==> src/rtl/conv_pkg.sv <==
// Shared constants for the 4x4 convolution datapath: window geometry and tap
// placement inside the packed window bus.
package conv_pkg;
  localparam int LEN_IN_DEF = 8;
  localparam int K          = 4;
  localparam int WIN_TAPS   = K * K;

  // LSB of tap (r,c) inside a packed window of len-bit taps.
  function automatic int tap_lsb(input int r, input int c, input int len = LEN_IN_DEF);
    return (r * K + c) * len;
  endfunction
endpackage

==> src/rtl/conv_line_buffer.sv <==
// Single-port line buffer holding the three previous rows packed per word.
// Read is combinational, so a same-cycle write at the same address returns the old word.
module conv_line_buffer #(
  parameter int WIDTH = 24,
  parameter int DEPTH = 32
) (
  input  logic                     clk,
  input  logic                     we_i,
  input  logic [$clog2(DEPTH)-1:0] addr_i,
  input  logic [WIDTH-1:0]         wdata_i,
  output logic [WIDTH-1:0]         rdata_o
);
  logic [WIDTH-1:0] mem_q [DEPTH];

  assign rdata_o = mem_q[addr_i];

  always_ff @(posedge clk) begin
    if (we_i) mem_q[addr_i] <= wdata_i;
  end
endmodule

==> src/rtl/conv_window_feeder.sv <==
// Turns a raster pixel stream into every stride-1 4x4 window of the frame.
// Handshake: a pixel moves on in_valid&&in_ready, a window moves on win_valid&&win_ready.
module conv_window_feeder
  import conv_pkg::*;
#(
  parameter int LEN_IN = LEN_IN_DEF,
  parameter int IMG_W  = 32,
  parameter int IMG_H  = 32
) (
  input  logic                       clk,
  input  logic                       rst_n,
  input  logic                       in_valid,
  output logic                       in_ready,
  input  logic [LEN_IN-1:0]          in_pixel,
  output logic                       win_valid,
  input  logic                       win_ready,
  output logic [WIN_TAPS*LEN_IN-1:0] win_data,
  output logic                       frame_done
);
  localparam int CW = $clog2(IMG_W);
  localparam int RW = $clog2(IMG_H);
  localparam logic [CW-1:0] COL_LAST = CW'(IMG_W - 1);
  localparam logic [RW-1:0] ROW_LAST = RW'(IMG_H - 1);

  logic [CW-1:0]                col_q, col_d;
  logic [RW-1:0]                row_q, row_d;
  logic                         win_valid_q, win_valid_d;
  logic                         frame_done_q, frame_done_d;
  logic [WIN_TAPS*LEN_IN-1:0]   win_q, win_d;
  logic                         accept;
  logic [3*LEN_IN-1:0]          lb_rd, lb_wr;
  logic [LEN_IN-1:0]            col_vec [K];

  assign in_ready   = !win_valid_q || win_ready;
  assign accept     = in_valid && in_ready;
  assign win_valid  = win_valid_q;
  assign win_data   = win_q;
  assign frame_done = frame_done_q;

  // Word layout is {row-3, row-2, row-1}; writing {row-2, row-1, pixel} ages every row by one.
  always_comb begin
    col_vec[0] = lb_rd[2*LEN_IN +: LEN_IN];
    col_vec[1] = lb_rd[LEN_IN +: LEN_IN];
    col_vec[2] = lb_rd[0 +: LEN_IN];
    col_vec[3] = in_pixel;
  end
  assign lb_wr = {col_vec[1], col_vec[2], in_pixel};

  conv_line_buffer #(
    .WIDTH (3 * LEN_IN),
    .DEPTH (IMG_W)
  ) u_line_buffer (
    .clk     (clk),
    .we_i    (accept),
    .addr_i  (col_q),
    .wdata_i (lb_wr),
    .rdata_o (lb_rd)
  );

  always_comb begin
    col_d        = col_q;
    row_d        = row_q;
    win_valid_d  = win_valid_q;
    frame_done_d = 1'b0;
    win_d        = win_q;
    if (accept) begin
      if (col_q == COL_LAST) begin
        col_d = '0;
        row_d = (row_q == ROW_LAST) ? '0 : row_q + 1'b1;
      end else begin
        col_d = col_q + 1'b1;
      end
      frame_done_d = (col_q == COL_LAST) && (row_q == ROW_LAST);
      // Any earlier column would mix the tail of the previous row into the window.
      win_valid_d  = (row_q >= RW'(K - 1)) && (col_q >= CW'(K - 1));
      for (int r = 0; r < K; r++) begin
        for (int c = 0; c < K; c++) begin
          if (c < K - 1) win_d[tap_lsb(r, c, LEN_IN) +: LEN_IN] = win_q[tap_lsb(r, c + 1, LEN_IN) +: LEN_IN];
          else           win_d[tap_lsb(r, c, LEN_IN) +: LEN_IN] = col_vec[r];
        end
      end
    end else if (win_ready) begin
      win_valid_d = 1'b0;
    end
  end

  always_ff @(posedge clk) begin
    if (!rst_n) begin
      col_q        <= '0;
      row_q        <= '0;
      win_valid_q  <= 1'b0;
      frame_done_q <= 1'b0;
      win_q        <= '0;
    end else begin
      col_q        <= col_d;
      row_q        <= row_d;
      win_valid_q  <= win_valid_d;
      frame_done_q <= frame_done_d;
      win_q        <= win_d;
    end
  end
endmodule
==> config.mk <==
export PLATFORM = sky130hd
export DESIGN_NAME = conv_window_feeder
export DESIGN_NICKNAME = d
export VERILOG_FILES = /design/src/rtl/conv_pkg.sv /design/src/rtl/conv_line_buffer.sv /design/src/rtl/conv_window_feeder.sv
export SDC_FILE = /design/constraint.sdc
export NUM_CORES = 1
export LEC_CHECK = 0
export ABC_AREA = 0
export CAP_MARGIN = 20
export CORE_MARGIN = 5
export CORE_UTILIZATION = 28
export CTS_CLUSTER_SIZE = 28
export DETAILED_ROUTE_END_ITERATION = 7
export GPL_ROUTABILITY_DRIVEN = 0
export PLACE_DENSITY = 0.45
export SLEW_MARGIN = 20
export SYNTH_ARGS = -nofsm -noshare
export SYNTH_HDL_FRONTEND = slang
export SYNTH_SLANG_ARGS = --single-unit
==> constraint.sdc <==
create_clock -name clk -period 6.55 [get_ports clk]
set_input_delay 1.31 -clock clk [delete_from_list [all_inputs] [get_ports clk]]
set_output_delay 1.31 -clock clk [all_outputs]
set_load 0.05 [all_outputs]
**Yosys cells after proc, flatten, opt, wreduce, memory -nomap -nowiden**

Memories as Yosys holds them, arrays and structs flattened. A register that Yosys moved wholly into a read port is not among the register bits.
Index checks and enable logic that the tools add are counted.

- Eq/ne operators: 2
- Magnitude comparators: 2
- Reduce and logical (&&, ||, !) cells: 8
- Add/subtract/negate cells: 2
- Mux-type cells: 8

Operator list:

| cell | count |
|---|---|
| 5-bit two-way mux | 4 |
| 5-bit by 1-bit adder with 5-bit output (second input constant) | 2 |
| 5-bit == test (second input constant) | 2 |
| 5-bit by 2-bit greater-or-equal comparator with 1-bit output (second input constant) | 2 |
| 1-bit two-way mux | 4 |
| 2-bit AND reduction | 2 |
| 1-bit logical AND | 3 |
| 2-bit nonzero test | 1 |
| 1-bit zero test | 1 |
| 1-bit logical OR | 1 |

- Output and inout bits: 131
- Bits of input ports: 12
- Word-level logic and storage cells: 28
- RAM bits: 768
- Memories: 1
- Register bits: 140

Memories:

| memory | words | width | read ports | clocked after Yosys merged registers in | write ports | RTL line | source |
|---|---|---|---|---|---|---|---|
| u_line_buffer.mem_q | 32 | 24 | 1 | 1 | 1 | conv_line_buffer.sv:13 | `logic [WIDTH-1:0] mem_q [DEPTH];` |

**Longest topological paths before layout**

- Depth in word-level cells: 5
- Depth in mapped cells: 8
- Depth with buffers taken out: 7

**Modules after synthesis**

A second synthesis with hierarchy kept.

- Cells, all modules: 2230
- Area, all modules: 34952.3 um^2

By module, submodules not included:

| module | cells an instance | instances | area each (um^2) |
|---|---|---|---|
| conv_line_buffer | 1572 | 1 | 29522.1 |
| conv_window_feeder | 658 | 1 | 5430.2 |

**Worst setup path after synthesis**

OpenSTA, ideal clock, no wires.

- Path kind: input to register
- Start: input port win_ready
- End: memory u_line_buffer.mem_q[13][0], enable pin
- Setup slack: 2.333 ns
- Arrival time: 3.812 ns
- Stages on the path: 7
- Buffers on the path: 3
- Path through: nand2b_1 > clkbuf_1 > and2_1 > buf_2 > clkbuf_1 > nand2_1 > nor2_1

- Word-level cells in the longest chain between the ends: 4

Ends and longest elaborated chain:

| element | RTL line | source |
|---|---|---|
| from (decl) | conv_window_feeder.sv:16 | `input logic win_ready,` |
| 1-bit logical OR | conv_window_feeder.sv:34 | `assign in_ready = !win_valid_q \|\| win_ready;` |
| via in_ready | conv_window_feeder.sv:13 | `output logic in_ready,` |
| 1-bit logical AND | conv_window_feeder.sv:35 | `assign accept = in_valid && in_ready;` |
| 1-bit two-way mux | conv_line_buffer.sv:18 | `if (we_i) mem_q[addr_i] <= wdata_i;` |
| 1-bit two-way mux (implied by the code) | conv_line_buffer.sv:18 |  |
| to (decl) | conv_line_buffer.sv:13 |  |

The timed path passes the listed nets, and every way through them passes these cells.

**Final worst setup path**

- Start: input port win_ready
- End: output port in_ready

- Word-level cells in the longest chain between the ends: 1

Ends and longest elaborated chain:

| element | RTL line |
|---|---|
| 1-bit logical OR | conv_window_feeder.sv:34 |
| to (decl) | conv_window_feeder.sv:13 |

Every way passes these cells.

==> flow_summary.yaml <==
critical_path:
  r2r-end: "win_data[31]"
  cp.arrival_ns: 2.91
  regToRegSetupSlack_ns: 2.39
  crit_required_ns: 5.24
  cp-start-kind: "primary input"
  critical_path_peak_fanout: 6
  r2r_cells: 7
  critPathMostFrequentCell: "clkdlybuf4s50_1"
  crit_type: "primary input to primary output"
  end_kind: "primary output"
  max_stage_delay_ns: 0.87
  slowest_stage: "clkdlybuf4s50_1"
  cp_cell_sequence: "clkdlybuf4s50_1 -> nand2b_1 -> clkdlybuf4s50_1"
drt:
  drt-total-wl_um: 98700
  via_count: 19500
  antenna_left: 0
  vias_per_cell: 4.72
  routedWlPerCell_um: 23.9
  drt_first_pass_iters: 5
  drc_errors: 0
  first_iter_violations: 1480
yosys:
  yosys-top-cells-area: "edfxtp_1 (65%), mux2i_1 (11%), dfxtp_1 (8.2%)"
  synthTopCellsByCount: "edfxtp_1 (768), mux2i_1 (384), nand2_1 (222), a22oi_1 (192), dfxtp_1 (145)"
  yosysTopAreaCell: "edfxtp_1"
  ys_types: 39
  yosysTopAreaCellShare_pct: 65.4
  synth.avg_cell_area_um2: 15.8
  async_flop_share_pct: 0
  synth_ff_type: "edfxtp_1"
  synth-seq-area-share_pct: 73.6
  syn_nets: 2250
  synth_edf_count: 768
  ys_warn_count: 0
  synth-seq-cells: 913
  syn_area_mm2: 0.0353
  synth_most_common_cell: "edfxtp_1"
  synthCells: 2231
hold_path:
  holdPathStages: 2
  min-delay-start: "win_data[35]"
  hold_path.class: "flip-flop to flip-flop"
  hold-path-endpoint: "win_data[35]"
power_and_ir_drop:
  p_leak_nw: 12.8
  p_per_area_mw_per_mm2: 308
  power_mw: 13.0
  ir_worst_vdd_v: 0.000191
floorplan:
  die_x_um: 365
  dieArea_mm2: 0.133
  core-area_mm2: 0.125
  ios: 143
  rows: 130
  initial_core_util_pct: 28.1
  die_h_um: 365
global_route:
  first_global_vias: 19800
  grt_max_degree: 136
  overflow: 0
  grt_usage_pct: 14.6
  grt_pass1_wl_um: 142000
  antenna_found_initial: 5
place:
  place.detailed.hpwl_um: 61200
  port_buffers: 142
timing:
  skew_ns: 0.0417
  slew_headroom_pct: 26.3
  fmax_mhz: 237
  post-route-period-util_pct: 64.4
  worstMarginPinSlew_ns: 1.11
  whs_ns: 0.467
  rsz0062_at_grt: "no"
  hold_viol_final: 0
  fin_tns_setup_ns: 0
  min_period_ns: 4.22
  setup-violations-final: 0
  slew_violations: 0
clock_network:
  ctsResizeCount: 0
  insertion_delay_ns: 0.70
  htreeDepth: 3
  clk_pin_slew_worst_paths_ns: 0.06
  cts-root-buf: "clkbuf_16"
  clock-sinks: 913
  cts_setup_buffers: 0
  cts.path.max_buffers: 3
  cts_tree: "yes"
  cts_buffers: 99
  cts_hold_buf: 0
run:
  cap_viol_max_count: 0
layout:
  layout-drive-gt1-share_pct: 11.4
  synthToLayoutAreaGrowth_pct: 19.8
  num-fill-cells: 12000
  layout.nets: 2408
status:
  status: "completed"
where the power goes:
group	switching, mW	total (mW)	internal (mW)
registers	0.0558	6.50	6.44
logic	0.674	0.952	0.278
clock network	2.31	5.56	3.25
total	3.04	13.0	9.97
worst max-delay path, delay by kind of cell:
family / cells / cell delay, ns
AND/OR/NAND/NOR: 1 / 0.28
buffers and inverters: 2 / 1.32
registers in the layout, summed over array words and instances (netlist names), named ones only:
name                 count
row_q                    5
col_q                    5
frame_done               1
win_data               128
win_valid                1
u_line_buffer.mem_q    768
placed cells by master, fill, tap and decap left out, types with 4 or more instances in the layout:
| cell type | instances |
|---|---|
| a21boi_0 | 111 |
| a21oi_1 | 109 |
| a22oi_1 | 192 |
| buf_12 | 6 |
| buf_4 | 49 |
| buf_6 | 4 |
| bufinv_16 | 8 |
| clkbuf_1 | 24 |
| clkbuf_16 | 99 |
| clkbuf_8 | 13 |
| clkdlybuf4s50_1 | 141 |
| clkinv_1 | 16 |
| clkinv_2 | 15 |
| dfxtp_1 | 143 |
| diode_2 | 4 |
| edfxtp_1 | 768 |
| ha_1 | 7 |
| mux2i_1 | 384 |
| nand2_1 | 221 |
| nand2b_1 | 4 |
| nand3_1 | 5 |
| nor2_1 | 4 |
| nor2_4 | 33 |
| nor2b_1 | 5 |
| nor4_4 | 16 |
| o21ai_0 | 28 |
| o21ba_2 | 16 |
| or4_1 | 9 |
cell type report:
class                           count  area (um^2)  share of cell area [%]
Sequential cell                   913        26000                    61.5
Inverter                            2         7.51                  0.0178
Antenna cell                        4         10.0                  0.0237
Clock inverter                     48          512                    1.21
Tap cell                         1650         2060                    4.89
Timing Repair Buffer              202         1970                    4.67
Multi-Input combinational cell   1171         8960                    21.2
Clock buffer                      136         2740                    6.48
worst max path at each step:
| stage | startpoint | to | slack (ns) | cells after the start |
|---|---|---|---|---|
| 2_1_floorplan | win_ready | u_line_buffer.mem_q[13][0] | 2.33 | 7 |
| 3_3_place_gp | win_ready | u_line_buffer.mem_q[16][5] | 1.84 | 5 |
| 3_5_place_dp | win_ready | u_line_buffer.mem_q[1][6] | 1.80 | 5 |
| 4_1_cts | win_ready | in_ready | 2.33 | 3 |
| 5_1_grt | flip-flop | win_data[31] | 2.24 | 7 |
| 6_report | win_ready | in_ready | 2.33 | 3 |
per-stage QoR:
step | cell area [um^2] | util, % | setup WS (ns) | std cells
floorplan | 35300 | - | 2.33 | 2231
global placement | 38900 | 31.0 | 1.84 | 3933
detailed placement | 38900 | 31.0 | 1.80 | 3933
CTS | 42200 | 33.6 | 2.33 | 4117
global route | 42200 | 33.7 | 2.24 | 4122
finish | 42200 | 33.7 | 2.33 | 4126
kinds of logic after synthesis:
logic type	synth area share [%]
muxes	10.9
DFF	73.6
and+or+nand+nor	4.18
AOI/OAI and AO/OA	8.91
adders and majority gates	0.248
buffers and inverters	2.12
metal layers:
metal  GRT usage [%]  vias to the layer above  wire, um  share of wire [%]
met5               0                        -         0                  0
met4            3.11                        0      1770                1.8
met3            3.38                      114      5900                6.0
met2            22.9                      484     44800                 45
met1            20.8                     9956     46300                 47
li1                -                     8918         -                  -
(Power assumes the default switching activity.)
